==> src/rtl/len5_pkg.sv <==
// Core-wide architectural widths shared across the pipeline.
package len5_pkg;

    localparam int unsigned ILEN        = 32;
    localparam int unsigned XLEN        = 64;
    localparam int unsigned REG_IDX_LEN = 5;

endpackage

==> src/rtl/expipe_pkg.sv <==
// Execution-pipeline shared types: reorder buffer sizing and entry layout.
package expipe_pkg;

    import len5_pkg::*;

    localparam int unsigned ROB_DEPTH      = 8;
    localparam int unsigned ROB_IDX_LEN    = $clog2(ROB_DEPTH);
    localparam int unsigned ROB_EXCEPT_LEN = 5;

    typedef struct packed {
        logic                      busy;
        logic                      res_ready;
        logic [ILEN-1:0]           instr;
        logic [XLEN-1:0]           pc;
        logic [REG_IDX_LEN-1:0]    rd_idx;
        logic [XLEN-1:0]           value;
        logic                      except_raised;
        logic [ROB_EXCEPT_LEN-1:0] except_code;
    } rob_entry_t;

endpackage

==> src/rtl/reorder_buffer.sv <==
// Circular reorder buffer: in-order allocation, out-of-order CDB completion,
// in-order retirement of the head entry through a valid/ready handshake.
module reorder_buffer
    import len5_pkg::*;
    import expipe_pkg::*;
#(
    parameter int unsigned DEPTH = 8
) (
    input  logic                      clk_i,
    input  logic                      rst_i,
    input  logic                      flush_i,

    input  logic                      issue_valid_i,
    output logic                      issue_ready_o,
    input  logic [ILEN-1:0]           issue_instr_i,
    input  logic [XLEN-1:0]           issue_pc_i,
    input  logic [REG_IDX_LEN-1:0]    issue_rd_idx_i,
    input  logic                      issue_res_ready_i,
    output logic [ROB_IDX_LEN-1:0]    issue_idx_o,

    input  logic                      cdb_valid_i,
    input  logic [ROB_IDX_LEN-1:0]    cdb_idx_i,
    input  logic [XLEN-1:0]           cdb_value_i,
    input  logic                      cdb_except_raised_i,
    input  logic [ROB_EXCEPT_LEN-1:0] cdb_except_code_i,

    output logic                      rob_valid_o,
    input  logic                      rob_ready_i,
    output logic [ILEN-1:0]           rob_instr_o,
    output logic [XLEN-1:0]           rob_pc_o,
    output logic [REG_IDX_LEN-1:0]    rob_rd_idx_o,
    output logic [XLEN-1:0]           rob_value_o,
    output logic                      rob_except_raised_o,
    output logic [ROB_EXCEPT_LEN-1:0] rob_except_code_o,
    output logic [ROB_IDX_LEN-1:0]    rob_head_idx_o
);

    localparam int unsigned              CNT_W    = ROB_IDX_LEN + 1;
    localparam logic [CNT_W-1:0]         FULL_CNT = CNT_W'(DEPTH);
    localparam logic [CNT_W-1:0]         CNT_ONE  = CNT_W'(1);
    localparam logic [ROB_IDX_LEN-1:0]   IDX_ONE  = ROB_IDX_LEN'(1);

    rob_entry_t             data_q [DEPTH];
    rob_entry_t             data_d [DEPTH];
    logic [ROB_IDX_LEN-1:0] head_q, head_d;
    logic [ROB_IDX_LEN-1:0] tail_q, tail_d;
    logic [CNT_W-1:0]       count_q, count_d;

    rob_entry_t head_entry;
    logic       do_issue;
    logic       do_pop;

    assign head_entry    = data_q[head_q];
    assign issue_ready_o = (count_q != FULL_CNT);
    assign issue_idx_o   = tail_q;
    assign rob_valid_o   = head_entry.busy & head_entry.res_ready;
    assign do_issue      = issue_valid_i & issue_ready_o;
    assign do_pop        = rob_valid_o & rob_ready_i;

    // Head fields are masked when the slot is free so stale payload never leaks out.
    assign rob_instr_o         = head_entry.busy ? head_entry.instr         : '0;
    assign rob_pc_o            = head_entry.busy ? head_entry.pc            : '0;
    assign rob_rd_idx_o        = head_entry.busy ? head_entry.rd_idx        : '0;
    assign rob_value_o         = head_entry.busy ? head_entry.value         : '0;
    assign rob_except_raised_o = head_entry.busy ? head_entry.except_raised : 1'b0;
    assign rob_except_code_o   = head_entry.busy ? head_entry.except_code   : '0;
    assign rob_head_idx_o      = head_q;

    always_comb begin
        data_d  = data_q;
        head_d  = head_q;
        tail_d  = tail_q;
        count_d = count_q;

        if (flush_i) begin
            for (int unsigned i = 0; i < DEPTH; i++) begin
                data_d[i].busy      = 1'b0;
                data_d[i].res_ready = 1'b0;
            end
            head_d  = '0;
            tail_d  = '0;
            count_d = '0;
        end else begin
            if (cdb_valid_i && data_q[cdb_idx_i].busy) begin
                data_d[cdb_idx_i].value         = cdb_value_i;
                data_d[cdb_idx_i].except_raised = cdb_except_raised_i;
                data_d[cdb_idx_i].except_code   = cdb_except_code_i;
                data_d[cdb_idx_i].res_ready     = 1'b1;
            end
            if (do_pop) begin
                data_d[head_q].busy      = 1'b0;
                data_d[head_q].res_ready = 1'b0;
                head_d                   = head_q + IDX_ONE;
            end
            if (do_issue) begin
                data_d[tail_q] = '{busy:          1'b1,
                                   res_ready:     issue_res_ready_i,
                                   instr:         issue_instr_i,
                                   pc:            issue_pc_i,
                                   rd_idx:        issue_rd_idx_i,
                                   value:         '0,
                                   except_raised: 1'b0,
                                   except_code:   '0};
                tail_d = tail_q + IDX_ONE;
            end
            case ({do_issue, do_pop})
                2'b10:   count_d = count_q + CNT_ONE;
                2'b01:   count_d = count_q - CNT_ONE;
                default: count_d = count_q;
            endcase
        end
    end

    always_ff @(posedge clk_i or posedge rst_i) begin
        if (rst_i) begin
            for (int unsigned i = 0; i < DEPTH; i++) begin
                data_q[i] <= '0;
            end
            head_q  <= '0;
            tail_q  <= '0;
            count_q <= '0;
        end else begin
            data_q  <= data_d;
            head_q  <= head_d;
            tail_q  <= tail_d;
            count_q <= count_d;
        end
    end

endmodule
==> config.mk <==
export PLATFORM = sky130hd
export DESIGN_NAME = reorder_buffer
export DESIGN_NICKNAME = d
export VERILOG_FILES = /design/src/rtl/len5_pkg.sv /design/src/rtl/expipe_pkg.sv /design/src/rtl/reorder_buffer.sv
export SDC_FILE = /design/constraint.sdc
export NUM_CORES = 2
export LEC_CHECK = 0
export CORE_MARGIN = 2
export CORE_UTILIZATION = 40
export CTS_BUF_LIST = sky130_fd_sc_hd__clkbuf_4 sky130_fd_sc_hd__clkbuf_8 sky130_fd_sc_hd__clkbuf_16
export DETAILED_ROUTE_END_ITERATION = 8
export GPL_ROUTABILITY_DRIVEN = 0
export GPL_TIMING_DRIVEN = 1
export PLACE_DENSITY = 0.54
export SYNTH_ARGS = -nofsm -noshare
export SYNTH_HDL_FRONTEND = slang
export SYNTH_SLANG_ARGS = --single-unit
==> constraint.sdc <==
create_clock -name clk_i -period 110.4 [get_ports clk_i]
set_input_delay 11.04 -clock clk_i [delete_from_list [all_inputs] [get_ports clk_i]]
set_output_delay 11.04 -clock clk_i [all_outputs]
set_load 0.01 [all_outputs]
======== Word-level counts from Yosys, hierarchy flattened ========
Index checks and enable logic that the tools add are counted.
word-level totals
  input port bits ......................... 181
  logic and storage cells ................. 145
  output and inout bits ................... 179
  flip-flop bits (word level) ............. 1,394
cells by class
  equality and inequality tests ........... 3
  bitwise operators ....................... 6
  $lt $le $gt $ge ......................... 6
  multiplexer cells ....................... 52
  $add $sub $neg .......................... 4
  reduce and logical (&&, ||, !) cells .... 7
operators with widths
  operator               number
  $bwmux W1384           7
  $mux W1384             5
  $demux W173 S3         7
  $bmux W173 S3          2
  $mux W173              6
  $mux W172              2
  $mux W64               2
  $mux W70               1
  $mux W32               1
  $mux W2                8
  $mux W5                3
  $ge A4 B4 Y1 const B   3
  $lt A4 B1 Y1 const B   3
  $mux W3                4
  $not A3 Y4             3
  $pmux W4 S2            1
  $add A3 B1 Y3 const B  2
  $mux W6                1
  $add A4 B1 Y4 const B  1
  $logic_and A1 B1 Y1    4
  $mux W4                1
  $ne A4 B4 Y1 const B   1
  $reduce_bool A2 Y1     2
  $sub A4 B1 Y4 const B  1
  5 further kinds        7

======== Longest topological paths before layout ========
  word-level depth ........................ 18
  gate-level depth with buffers ........... 11
  depth with buffers taken out ............ 10

======== Worst setup path after synthesis ========
OpenSTA, ideal clock, no wires.
  path kind ............................... register to output
  from .................................... register head_q[0] (netlist: rob_head_idx_o[0])
  to ...................................... output rob_value_o[19]
  data required time ...................... 99.360 ns
  path slack .............................. 97.303 ns
  cell stages (with the launch flop) ...... 9
  arrival ................................. 2.057 ns
  path buffers ............................ 5
  cells stage by stage .................... dfrtp_1 buf_2 buf_6 buf_2 clkbuf_1 clkbuf_1 mux4_2 mux2i_1 nor2_1
between the ends
  longest elaborated chain between the ends .. 5
ends and longest elaborated chain
  element                                       line                   source
  from (decl)                                   reorder_buffer.sv:45   logic [ROB_IDX_LEN-1:0] head_q, head_d;
  from (signal assigned)                        reorder_buffer.sv:119  head_q <= '0;
  from (signal assigned)                        reorder_buffer.sv:124  head_q <= head_d;
  $not A3 Y4 (not written as such)              reorder_buffer.sv:53   assign head_entry = data_q[head_q];
  $bmux W173 S3                                 reorder_buffer.sv:53
  $mux W173 (not written as such) (2 in a row)  reorder_buffer.sv:53
  $mux W64                                      reorder_buffer.sv:64   assign rob_value_o = head_entry.busy ? head_entry.value : '0;
  to (decl)                                     reorder_buffer.sv:32   output logic [XLEN-1:0] rob_value_o,
Every way passes these cells. The select of a mux whose other input is x is not followed.

======== Worst setup path in the final report ========
  from .................................... register head_q[0] (netlist: rob_head_idx_o[0])
  to ...................................... output rob_pc_o[9]
between the ends
  longest elaborated chain between the ends .. 5
ends and longest elaborated chain
  element                                       line                  source
  $not A3 Y4 (not written as such)              reorder_buffer.sv:53
  $bmux W173 S3                                 reorder_buffer.sv:53
  $mux W173 (not written as such) (2 in a row)  reorder_buffer.sv:53
  $mux W64                                      reorder_buffer.sv:62  assign rob_pc_o = head_entry.busy ? head_entry.pc : '0;
  to (decl)                                     reorder_buffer.sv:30  output logic [XLEN-1:0] rob_pc_o,
Every way passes these cells. The select of a mux whose other input is x is not followed.

==> metrics.txt <==
status=completed; Die Area=0.158 mm²; RSZ-0062 raised after global routing=false; Nets=4397; r2r endpoint=count_q[3]; CTS tree=yes; Critical Path Most Common Cell=buf_4; total gr overflow=0; Setup Viol. Count Final=0; non-filler instance count after layout=6389; Tightest Pin Transition=1.17 ns; Layout area overhead=17.1%; Req. time, crit path=99.36 ns; endpoint class of the critical path=output pin; I/O Pins=360; setup tns final=0 ns; post-CTS sizing=0; met3 wire length=9.28 mm; Starting Density=0.402; endpoints failing hold=0; Mapped Nets=4214; Endpoint, Worst Hold=data_q[299]; Post-Route WL=174 mm; post-synthesis sequential area ratio=0.563; Max stage delay on crit path=1.05 ns; FF-to-FF path depth=10; Cell Area, Synth=0.0619 mm²; row cnt=144; CTS Hold Buffers Added=0; LEAKAGE=31.9 nW; critical-path cell list=buf_4 -> buf_4 -> buf_4 -> mux4_2 -> mux2i_1 -> nor2_1 -> clkdlybuf4s50_1; startpoint types=flop; Worst Hold Depth=1; router iterations before antenna repair=7; Layout Cell Area excl Fill=0.0725 mm²; Sink Count=1394; largest net degree at the start of global routing=170; Via density=5.79; Hold Slack=0.477 ns; clk buf depth=3; Max-cap violations=0; Reg clk slew, reported paths=0.06 ns; placed instance count=6097; asr flop ratio synth=1.00; pwr dens=17.9 mW/mm²; critical path class=reg2out; post-CTS setup buffer count=0; period utilization=0.152; Total Power=1.29 mW; PortBufs=359; synth warn=0; core area=0.154 mm²; Post-synth EDFFs=0; post-route setup slack=93.57 ns; worst slack, placed=94.21 ns; DP HPWL=93.6 mm; Hold Path Class=reg2reg; worst r2r src=rob_head_idx_o[0]; DRC viols=0; minimum clock period=16.83 ns; Critical-path top delay cell=dfrtp_4; Main synth FF type=dfrtp_1; Post-Syn Instances=4029; Fin Clk Skew=0.0260 ns; R2R Setup Slk=105.86 ns; clk_lat worst skew=0.78 ns; vias in the first global route=39600; post-synthesis area per instance=15.4 µm²; total CTS buffers=157; CP Max Fanout=56; placement-stage cell area=0.0671 mm²; fill count=13500; layout cells sized above 1=0.244; ANT nets after route=0; Slew headroom=0.220; met2 routed WL=84.3 mm; Crit path arrival time=5.79 ns; Cell variety after synth=52; Initial DRC Count=2427; Wirelength per Cell=27.2 µm; VDD IR max=0.0000140 V; fmax=59.4 MHz; first-pass GRT wire length=265 mm; die width=397 µm; routed vias=37000; uppermost layer routed=met5; #FFs+latches synth=1394; CTS H-tree depth=4; M1 WL=75.9 mm; Die H=397 µm; Slew Limit Fails=0; gr usage total=0.221; Hold Startpoint=data_q[299]; Post-Route Utilization=0.471; clk root buf=clkbuf_16; initial antenna violation count=36
## worst max path at each step
stage	slack, ns	start	endpoint
after floorplan	60.05	rst_i	count_q[0]
after global placement	94.24	rob_head_idx_o[0]	rob_pc_o[27]
after detailed placement	94.21	rob_head_idx_o[0]	rob_pc_o[27]
after CTS	93.36	rob_head_idx_o[0]	rob_pc_o[27]
after global routing	93.21	rob_head_idx_o[0]	rob_pc_o[27]
final	93.57	rob_head_idx_o[0]	rob_pc_o[9]
## sequential cells by signal (all words and copies together) (netlist names)
name,count
rob_head_idx_o,3
data_q,1384
issue_idx_o,3
count_q,4
## synthesized netlist by cell type, types with 2 or more instances
master | n | area, µm²
dfrtp_1 | 1394 | 34900
a22o_1 | 560 | 4900
mux2_1 | 489 | 5510
mux4_2 | 346 | 7790
mux2_2 | 321 | 3610
nor2_1 | 187 | 702
mux2i_1 | 173 | 1730
buf_2 | 154 | 771
clkbuf_1 | 137 | 514
buf_1 | 101 | 379
nand2_1 | 19 | 71.3
buf_4 | 14 | 105
o21ai_0 | 14 | 70.1
inv_1 | 10 | 37.5
a21oi_1 | 8 | 40.0
nand2b_1 | 8 | 50.1
and2_1 | 7 | 43.8
nand3_1 | 7 | 35.0
o21bai_1 | 7 | 52.6
a21o_1 | 6 | 45.0
nand4_1 | 6 | 37.5
nor3_1 | 5 | 25.0
xnor2_1 | 5 | 43.8
ha_1 | 4 | 50.1
and3_1 | 3 | 18.8
and4b_1 | 3 | 30.0
inv_2 | 3 | 11.3
nor2b_1 | 3 | 18.8
nor3b_2 | 3 | 37.5
nor4_1 | 3 | 18.8
nor4b_1 | 3 | 26.3
o41ai_1 | 3 | 26.3
a31oi_1 | 2 | 12.5
o21ai_1 | 2 | 10.0
o32ai_1 | 2 | 17.5
## logic make-up (layout without fill, tap and decap cells)
logic type,after synthesis,after routing,share of synthesized area
buf+inv,420,725,0.0295
compound gates,609,609,0.0844
mux,1329,1329,0.301
simple gates,267,267,0.0197
other cells,0,11,0
fa+ha+maj,4,4,0.000808
flops,1394,1394,0.563
xor+xnor,6,6,0.000849
## routing by layer
metal  GRT usage  vias to the layer above
li1            -                    15700
met1       0.301                    20000
met2       0.360                      942
met3      0.0447                      281
met4      0.0647                       28
met5           0                        -
## final cells by class
cell class	instances	area, µm²	share of cell area
clock buffers	245	4900	0.0675
diodes	11	27.5	0.000380
repair buffers	431	4220	0.0582
well taps	2044	2560	0.0353
flip-flops and latches	1394	34900	0.481
multi-input cells	2215	25400	0.350
clock inverters	36	474	0.00654
inverters	13	56.3	0.000777
## where the power goes
| part | internal (mW) | switching [mW] | total (mW) |
|---|---|---|---|
| sequential | 0.570 | 0.0282 | 0.599 |
| clock | 0.322 | 0.215 | 0.537 |
| combinational | 0.0910 | 0.0678 | 0.159 |
| total | 0.984 | 0.311 | 1.29 |
## worst max-delay path: cells and delay by family (launching register included)
| family | cells | cell delay (ns) |
|---|---|---|
| buffers and inverters | 4 | 2.87 |
| flip-flops | 1 | 1.05 |
| AND/OR/NAND/NOR | 1 | 0.08 |
| multiplexers | 2 | 0.95 |
## layout by cell type (no fill, tap or decap), types with 5 or more instances in the layout
cell type,synthesis,routed
buf_4,14,65
clkbuf_4,0,48
dfrtp_1,1394,1391
nand2b_1,8,7
xnor2_1,5,5
and2_4,0,5
clkbuf_16,0,162
diode_2,0,11
mux2_2,321,321
a22o_1,560,560
bufinv_16,0,7
buf_12,0,7
nand4_1,6,6
nor2_1,187,185
clkbuf_8,0,35
clkdlybuf4s50_1,0,358
mux2_1,489,489
inv_1,10,9
clkinv_2,0,15
mux2i_1,173,172
nand2_1,19,17
o21ai_0,14,14
mux4_2,346,346
nand3_1,7,7
clkinv_8,0,5
a21oi_1,8,8
Note: power is estimated with default switching activity, not from simulation.
